--- src/rtl/key_grid_placer_if.sv ---
// -----------------------------------------------------------------------------
// key_grid_placer_if
// Bundles the key-count input, the cursor clear and the cell/status outputs of
// key_grid_placer into one interface.
//   master modport : keyboard/test side; drives kcount and clr, observes results
//   slave  modport : the placer; consumes kcount and clr, drives results
// Signals:
//   kcount [7:0]      running key count (modulo 256)
//   clr               synchronous clear of the grid cursor
//   xi/xf/yi/yf [CW]  bounding box of the current cell
//   col/row           current grid position
//   busy              pending key steps (combinational)
//   step              one-cycle pulse per forward placement
//   full              cursor saturated at the last cell (non-wrapping mode)
// -----------------------------------------------------------------------------
interface key_grid_placer_if #(
  parameter int CW   = 10,
  parameter int COLS = 32,
  parameter int ROWS = 24
);
  localparam int COL_W = $clog2(COLS);
  localparam int ROW_W = $clog2(ROWS);

  logic [7:0]       kcount;
  logic             clr;
  logic [CW-1:0]    xi;
  logic [CW-1:0]    xf;
  logic [CW-1:0]    yi;
  logic [CW-1:0]    yf;
  logic [COL_W-1:0] col;
  logic [ROW_W-1:0] row;
  logic             busy;
  logic             step;
  logic             full;

  modport master (
    output kcount, clr,
    input  xi, xf, yi, yf, col, row, busy, step, full
  );

  modport slave (
    input  kcount, clr,
    output xi, xf, yi, yf, col, row, busy, step, full
  );
endinterface

--- src/rtl/key_grid_placer.sv ---
// -----------------------------------------------------------------------------
// key_grid_placer
// Follows the PS/2 key counter and moves a square cursor over a COLS x ROWS
// character grid, one cell per clock: forward on increments, backward on
// decrements. The bounding box of the current cell is kept in registers and
// updated incrementally (add/subtract the pitch or reload an edge value), so
// no multiplier is needed.
// Ports:
//   clk25  pixel clock, the only clock
//   rst    synchronous active-high reset (resyncs to kcount, cursor to (0,0))
//   bus    key_grid_placer_if.slave:
//            in : kcount, clr
//            out: xi, xf, yi, yf, col, row, busy, step, full
// -----------------------------------------------------------------------------
module key_grid_placer #(
  parameter int CW   = 10,
  parameter int X0   = 0,
  parameter int Y0   = 0,
  parameter int SQ_W = 16,
  parameter int SQ_H = 16,
  parameter int GAP  = 4,
  parameter int COLS = 32,
  parameter int ROWS = 24,
  parameter int WRAP = 0
) (
  input  logic                clk25,
  input  logic                rst,
  key_grid_placer_if.slave    bus
);

  localparam int COL_W = $clog2(COLS);
  localparam int ROW_W = $clog2(ROWS);

  // Far edges of the grid, used for the range check below.
  localparam longint X_END = longint'(X0) + longint'(COLS - 1) * longint'(SQ_W + GAP)
                             + longint'(SQ_W) - 64'sd1;
  localparam longint Y_END = longint'(Y0) + longint'(ROWS - 1) * longint'(SQ_H + GAP)
                             + longint'(SQ_H) - 64'sd1;
  localparam longint CW_LIMIT = 64'sd1 <<< CW;

  // Grid must fit inside the coordinate range.
  if (X_END >= CW_LIMIT) begin : g_x_range_bad
    $fatal(1, "key_grid_placer: x extent does not fit in CW bits");
  end
  if (Y_END >= CW_LIMIT) begin : g_y_range_bad
    $fatal(1, "key_grid_placer: y extent does not fit in CW bits");
  end
  if ((COLS < 2) || (ROWS < 2)) begin : g_grid_bad
    $fatal(1, "key_grid_placer: COLS and ROWS must be at least 2");
  end

  localparam logic [CW-1:0]    X0_C       = CW'(X0);
  localparam logic [CW-1:0]    Y0_C       = CW'(Y0);
  localparam logic [CW-1:0]    SQW_M1_C   = CW'(SQ_W - 1);
  localparam logic [CW-1:0]    SQH_M1_C   = CW'(SQ_H - 1);
  localparam logic [CW-1:0]    PITCH_X_C  = CW'(SQ_W + GAP);
  localparam logic [CW-1:0]    PITCH_Y_C  = CW'(SQ_H + GAP);
  // Left edge of the last column, reloaded when backing over a row boundary.
  localparam logic [CW-1:0]    XLAST_C    = CW'(X0 + (COLS - 1) * (SQ_W + GAP));
  localparam logic [COL_W-1:0] COLS_M1_C  = COL_W'(COLS - 1);
  localparam logic [ROW_W-1:0] ROWS_M1_C  = ROW_W'(ROWS - 1);
  localparam logic [COL_W-1:0] COL_ZERO_C = {COL_W{1'b0}};
  localparam logic [ROW_W-1:0] ROW_ZERO_C = {ROW_W{1'b0}};

  logic [7:0]       kprev_q, kprev_d;
  logic [COL_W-1:0] col_q, col_d;
  logic [ROW_W-1:0] row_q, row_d;
  logic [CW-1:0]    xi_q, xi_d;
  logic [CW-1:0]    xf_q, xf_d;
  logic [CW-1:0]    yi_q, yi_d;
  logic [CW-1:0]    yf_q, yf_d;
  logic             full_q, full_d;
  logic             step_q, step_d;

  logic [7:0]       delta_s;
  logic             fwd_s;
  logic             bwd_s;

  // Modulo-256 distance to the keyboard count; the top bit selects direction.
  assign delta_s = bus.kcount - kprev_q;
  assign fwd_s   = (delta_s != 8'd0) && !delta_s[7];
  assign bwd_s   = delta_s[7];

  // Next-state logic: clr > forward step > backward step > hold.
  always_comb begin
    kprev_d = kprev_q;
    col_d   = col_q;
    row_d   = row_q;
    xi_d    = xi_q;
    xf_d    = xf_q;
    yi_d    = yi_q;
    yf_d    = yf_q;
    full_d  = full_q;
    step_d  = 1'b0;

    if (bus.clr) begin
      kprev_d = bus.kcount;
      col_d   = COL_ZERO_C;
      row_d   = ROW_ZERO_C;
      xi_d    = X0_C;
      xf_d    = X0_C + SQW_M1_C;
      yi_d    = Y0_C;
      yf_d    = Y0_C + SQH_M1_C;
      full_d  = 1'b0;
    end else if (fwd_s) begin
      kprev_d = kprev_q + 8'd1;
      step_d  = 1'b1;
      if (col_q < COLS_M1_C) begin
        col_d = col_q + COL_W'(1);
        xi_d  = xi_q + PITCH_X_C;
        xf_d  = xf_q + PITCH_X_C;
      end else if (row_q < ROWS_M1_C) begin
        col_d = COL_ZERO_C;
        xi_d  = X0_C;
        xf_d  = X0_C + SQW_M1_C;
        row_d = row_q + ROW_W'(1);
        yi_d  = yi_q + PITCH_Y_C;
        yf_d  = yf_q + PITCH_Y_C;
      end else if (WRAP != 0) begin
        col_d = COL_ZERO_C;
        row_d = ROW_ZERO_C;
        xi_d  = X0_C;
        xf_d  = X0_C + SQW_M1_C;
        yi_d  = Y0_C;
        yf_d  = Y0_C + SQH_M1_C;
      end else begin
        // Saturate: the position stays on the last cell, only the flag moves.
        full_d = 1'b1;
      end
    end else if (bwd_s) begin
      kprev_d = kprev_q - 8'd1;
      if (full_q) begin
        // The first backspace after saturation only consumes the overflow key.
        full_d = 1'b0;
      end else if (col_q > COL_ZERO_C) begin
        col_d = col_q - COL_W'(1);
        xi_d  = xi_q - PITCH_X_C;
        xf_d  = xf_q - PITCH_X_C;
      end else if (row_q > ROW_ZERO_C) begin
        col_d = COLS_M1_C;
        xi_d  = XLAST_C;
        xf_d  = XLAST_C + SQW_M1_C;
        row_d = row_q - ROW_W'(1);
        yi_d  = yi_q - PITCH_Y_C;
        yf_d  = yf_q - PITCH_Y_C;
      end else begin
        col_d = col_q;
      end
    end else begin
      kprev_d = kprev_q;
    end
  end

  // State register with synchronous reset that resyncs to the current count.
  always_ff @(posedge clk25) begin
    if (rst) begin
      kprev_q <= bus.kcount;
      col_q   <= COL_ZERO_C;
      row_q   <= ROW_ZERO_C;
      xi_q    <= X0_C;
      xf_q    <= X0_C + SQW_M1_C;
      yi_q    <= Y0_C;
      yf_q    <= Y0_C + SQH_M1_C;
      full_q  <= 1'b0;
      step_q  <= 1'b0;
    end else begin
      kprev_q <= kprev_d;
      col_q   <= col_d;
      row_q   <= row_d;
      xi_q    <= xi_d;
      xf_q    <= xf_d;
      yi_q    <= yi_d;
      yf_q    <= yf_d;
      full_q  <= full_d;
      step_q  <= step_d;
    end
  end

  assign bus.xi   = xi_q;
  assign bus.xf   = xf_q;
  assign bus.yi   = yi_q;
  assign bus.yf   = yf_q;
  assign bus.col  = col_q;
  assign bus.row  = row_q;
  assign bus.full = full_q;
  assign bus.step = step_q;
  // Pending work is visible immediately, before the next edge acts on it.
  assign bus.busy = (kprev_q != bus.kcount);

endmodule

--- src/flat_wrapper.sv ---
// flat-port wrapper written by rule: the top's interface ports become plain ports
module key_grid_placer_flat 
#(
  parameter int CW   = 10,
  parameter int X0   = 0,
  parameter int Y0   = 0,
  parameter int SQ_W = 16,
  parameter int SQ_H = 16,
  parameter int GAP  = 4,
  parameter int COLS = 32,
  parameter int ROWS = 24,
  parameter int WRAP = 0
)
  (clk25, rst, bus_kcount, bus_clr, bus_xi, bus_xf, bus_yi, bus_yf, bus_col, bus_row, bus_busy, bus_step, bus_full);
  key_grid_placer_if #(.CW(CW), .COLS(COLS), .ROWS(ROWS)) bus_i ();
  input  logic clk25;
  input  logic rst;
  input wire logic [$bits(bus_i.kcount)-1:0] bus_kcount;
  input wire logic [$bits(bus_i.clr)-1:0] bus_clr;
  output wire logic [$bits(bus_i.xi)-1:0] bus_xi;
  output wire logic [$bits(bus_i.xf)-1:0] bus_xf;
  output wire logic [$bits(bus_i.yi)-1:0] bus_yi;
  output wire logic [$bits(bus_i.yf)-1:0] bus_yf;
  output wire logic [$bits(bus_i.col)-1:0] bus_col;
  output wire logic [$bits(bus_i.row)-1:0] bus_row;
  output wire logic [$bits(bus_i.busy)-1:0] bus_busy;
  output wire logic [$bits(bus_i.step)-1:0] bus_step;
  output wire logic [$bits(bus_i.full)-1:0] bus_full;
  assign bus_i.kcount = bus_kcount;
  assign bus_i.clr = bus_clr;
  assign bus_xi = bus_i.xi;
  assign bus_xf = bus_i.xf;
  assign bus_yi = bus_i.yi;
  assign bus_yf = bus_i.yf;
  assign bus_col = bus_i.col;
  assign bus_row = bus_i.row;
  assign bus_busy = bus_i.busy;
  assign bus_step = bus_i.step;
  assign bus_full = bus_i.full;
  key_grid_placer #(.CW(CW), .X0(X0), .Y0(Y0), .SQ_W(SQ_W), .SQ_H(SQ_H), .GAP(GAP), .COLS(COLS), .ROWS(ROWS), .WRAP(WRAP)) u_core (.clk25(clk25), .rst(rst), .bus(bus_i));
endmodule
--- config.mk ---
export PLATFORM = sky130hd
export DESIGN_NAME = key_grid_placer_flat
export DESIGN_NICKNAME = d
export VERILOG_FILES = /design/src/rtl/key_grid_placer_if.sv /design/src/rtl/key_grid_placer.sv /design/src/flat_wrapper.sv
export SDC_FILE = /design/constraint.sdc
export NUM_CORES = 1
export LEC_CHECK = 0
export ABC_AREA = 1
export CAP_MARGIN = 0
export CORE_ASPECT_RATIO = 1.4
export CORE_MARGIN = 1.5
export CORE_UTILIZATION = 45
export CTS_BUF_LIST = sky130_fd_sc_hd__clkbuf_4
export CTS_CLUSTER_SIZE = 12
export DETAILED_ROUTE_END_ITERATION = 12
export HOLD_SLACK_MARGIN = 0.03
export PLACE_DENSITY = 0.76
export SLEW_MARGIN = 25
export SYNTH_ARGS = -nofsm -noshare
export SYNTH_HDL_FRONTEND = slang
export SYNTH_SLANG_ARGS = --single-unit
--- constraint.sdc ---
create_clock -name clk25 -period 4.4 [get_ports clk25]
set_input_delay 0.66 -clock clk25 [delete_from_list [all_inputs] [get_ports clk25]]
set_output_delay 0.66 -clock clk25 [all_outputs]
set_load 0.01 [all_outputs]
==> flow_summary.ini <==
[run_status]
outcome = finished clean

[logic_synthesis]
yosysTopAreaCell = dfxtp_1
synth_flop_cell = dfxtp_1
ys_ff_latch = 53
synth_enable_flop_cells = 8
synth_area_leaders = dfxtp_1 20%, nand2_1 12%, ha_1 9.8%
synth_top_area_frac = 0.203
yosysWarningCount = 0
synth.distinct_cells = 42
synth_cells = 648
synthesis.area_mm2 = 0.00445
avgSynthCellArea_um2 = 6.86
yosysSeqAreaShare = 0.257
yosysMostFrequentCell = nand2_1
async_reset_ff_frac = 0
synth_common_cells = 139 x nand2_1, 91 x nor2_1, 73 x inv_1, 45 x dfxtp_1

[place]
gp_congestion = 0.866
dp_hpwl_um = 7720
post-place-ws_ns = 0.0789
dpl_cell_area_mm2 = 0.00508
io_buffer_count = 57

[grt]
grt_max_degree = 48
grt_pass1_vias = 4135
antenna_found_initial = 0
grt_first_pass_wirelength_um = 17800
grt_usage = 0.208
grt-ovfl-total = 0

[timing]
setup_tns_ns = 0
fin_skew_ns = 0.0179
hold_viol_final = 0
period_needed_ns = 3.93
relSlewSlack = 0.510
setup_ws_ns = 0.469
fin_crit_sh = 0.893
fmaxAchievable_mhz = 254
rsz0062_at_grt = no
finalSetupViolations = 0
slew_violations = 0
tightest_slew_ns = 0.735

[finish]
num-fill-cells = 931
final_util = 0.542
nNetsFinal = 748
layout-drive-gt1-share = 0.0732
area_delta_synth_final_pct = 15.9
antenna_cells = 0
fin_area_mm2 = 0.00515
multi_input_area_mm2 = 0.00285
seq_area_mm2 = 0.00114

[clock_tree]
cts.repair.resized = 0
holdBufCountCts = 0
worstSkewPairLatency_ns = 0.39
cts_sinks = 53
cts_buffers = 5
root_buffer = clkbuf_4
cts_tree = yes
cts_setup_buffers = 0
clockBufferDepth = 2
path_clk_slew_ns = 0.15
cts_htree_levels = 2

[floorplanning]
core_area_mm2 = 0.00951
die_h_um = 121
initial_core_util = 0.468
dieArea_mm2 = 0.0105
ios = 64
die_w_um = 87.0
rows = 42

[setup_path]
cpMostUsedCell = nor2_1
cp_max_fo = 19
critPathLaunchType = input pin
cpPeakStageDelay_ns = 0.49
crit_slowest_cell = clkdlybuf4s50_1
path_cells = clkdlybuf4s50_1 > inv_1 > ha_1 > fa_1 > nand3_1 > nor2_1 > nand3_1 > nor2_2 > nand3_4 > nand2_4 > buf_4 > ha_1 > a21oi_1 > nand2_1 > a21oi_1 > nor2_1 > nor2_1 > xor2_1 > o21ai_0 > nor2_1
critPathCaptureType = register
cp.arrival_ns = 4.28
worstSetupPathType = input pin to register
path_delay_family = simple AND/OR/NAND/NOR gates
cp.required_ns = 4.75
path_buf_inv = 3

[flow_run]
max_cap_violations = 0

[routing]
drt_pass1_iterations = 4
wl_um = 10500
num_vias = 4231
wl_per_cell_um = 12.7
drt-initial-drc-count = 165
ant_nets = 0
drc_errors = 0
viasPerCell = 5.10

[worst_hold_path]
worstHoldPathType = register to register
## final timing paths
check / from / endpoint / slack (ns) / depth (start not counted)
setup reg to reg: u_core.kprev_q[0]$_DFFE_PP_ / u_core.bus.yf[8]$_SDFFE_PP0P_ / 0.75 / 18
setup / recovery: bus_kcount[0] / u_core.bus.yf[8]$_SDFFE_PP0P_ / 0.47 / 20
hold / removal: u_core.bus.yf[8]$_SDFFE_PP0P_ / u_core.bus.yf[8]$_SDFFE_PP0P_ / 0.52 / 2
hold reg to reg: u_core.bus.yf[8]$_SDFFE_PP0P_ / u_core.bus.yf[8]$_SDFFE_PP0P_ / 0.52 / 2
## worst register-to-register path, stage by stage, from the launching register on
cell and delay (ns):
edfxtp_1 0.50, ha_1 0.25, fa_1 0.49, nand3_1 0.07, nor2_1 0.13, nand3_1 0.11, nor2_2 0.14, nand3_4 0.14
nand2_4 0.22, buf_4 0.27, ha_1 0.32, a21oi_1 0.17, nand2_1 0.11, a21oi_1 0.17, nor2_1 0.05, nor2_1 0.12
xor2_1 0.16, o21ai_0 0.10, nor2_1 0.11
## registers in the layout (all words and copies together) (netlist names)
signal	flops
u_core.bus.xf	9
u_core.bus.xi	8
u_core.bus.yf	8
u_core.bus.yi	8
u_core.kprev_q	8
u_core.bus.col	5
u_core.bus.row	5
u_core.bus.full	1
u_core.bus.step	1
## kinds of logic after synthesis
| family | after synthesis | share of synthesized area |
|---|---|---|
| xor+xnor | 40 | 0.0788 |
| simple gates | 313 | 0.312 |
| compound gates | 97 | 0.124 |
| fa+ha+maj | 40 | 0.121 |
| flops | 53 | 0.257 |
| other cells | 2 | 0.00169 |
| buf+inv | 103 | 0.106 |
## layout make-up
cell class | instances | share of cell area
repair buffers | 62 | 0.120
clock buffers | 5 | 0.00729
clock inverters | 2 | 0.00680
well taps | 132 | 0.0321
multi-input cells | 496 | 0.554
flip-flops and latches | 53 | 0.221
inverters | 79 | 0.0580
## layer usage
layer	routed length [µm]	vias to the layer above	global-route usage
met5	0	-	0
met4	233	0	0.0796
met3	432	19	0.0294
met2	5520	95	0.390
met1	4320	1944	0.230
li1	-	2173	-
## per-stage QoR
| stage | cells | hold WS (ns) |
|---|---|---|
| floorplan | 652 | 0.512 |
| global placement | 822 | 0.458 |
| detailed placement | 822 | 0.488 |
| CTS | 829 | 0.524 |
| global route | 829 | 0.542 |
| finish | 829 | 0.519 |
## placed cells by master, fill, tap and decap left out, types with 5 or more instances in the layout
cell type	count
nand2_2	6
fa_1	5
clkdlybuf4s50_1	57
nor3_1	11
a21oi_1	28
o22ai_1	7
nand3_1	44
a21oi_2	8
ha_1	35
nand2_1	139
xor2_1	33
dfxtp_1	45
xnor2_1	7
edfxtp_1	8
inv_2	5
conb_1	6
nand3_2	6
inv_1	73
o21ai_0	44
clkbuf_4	5
nor2_1	90
Power is not shown: default switching activity piles up to over one toggle a cycle in this logic, so the estimate is an artifact.
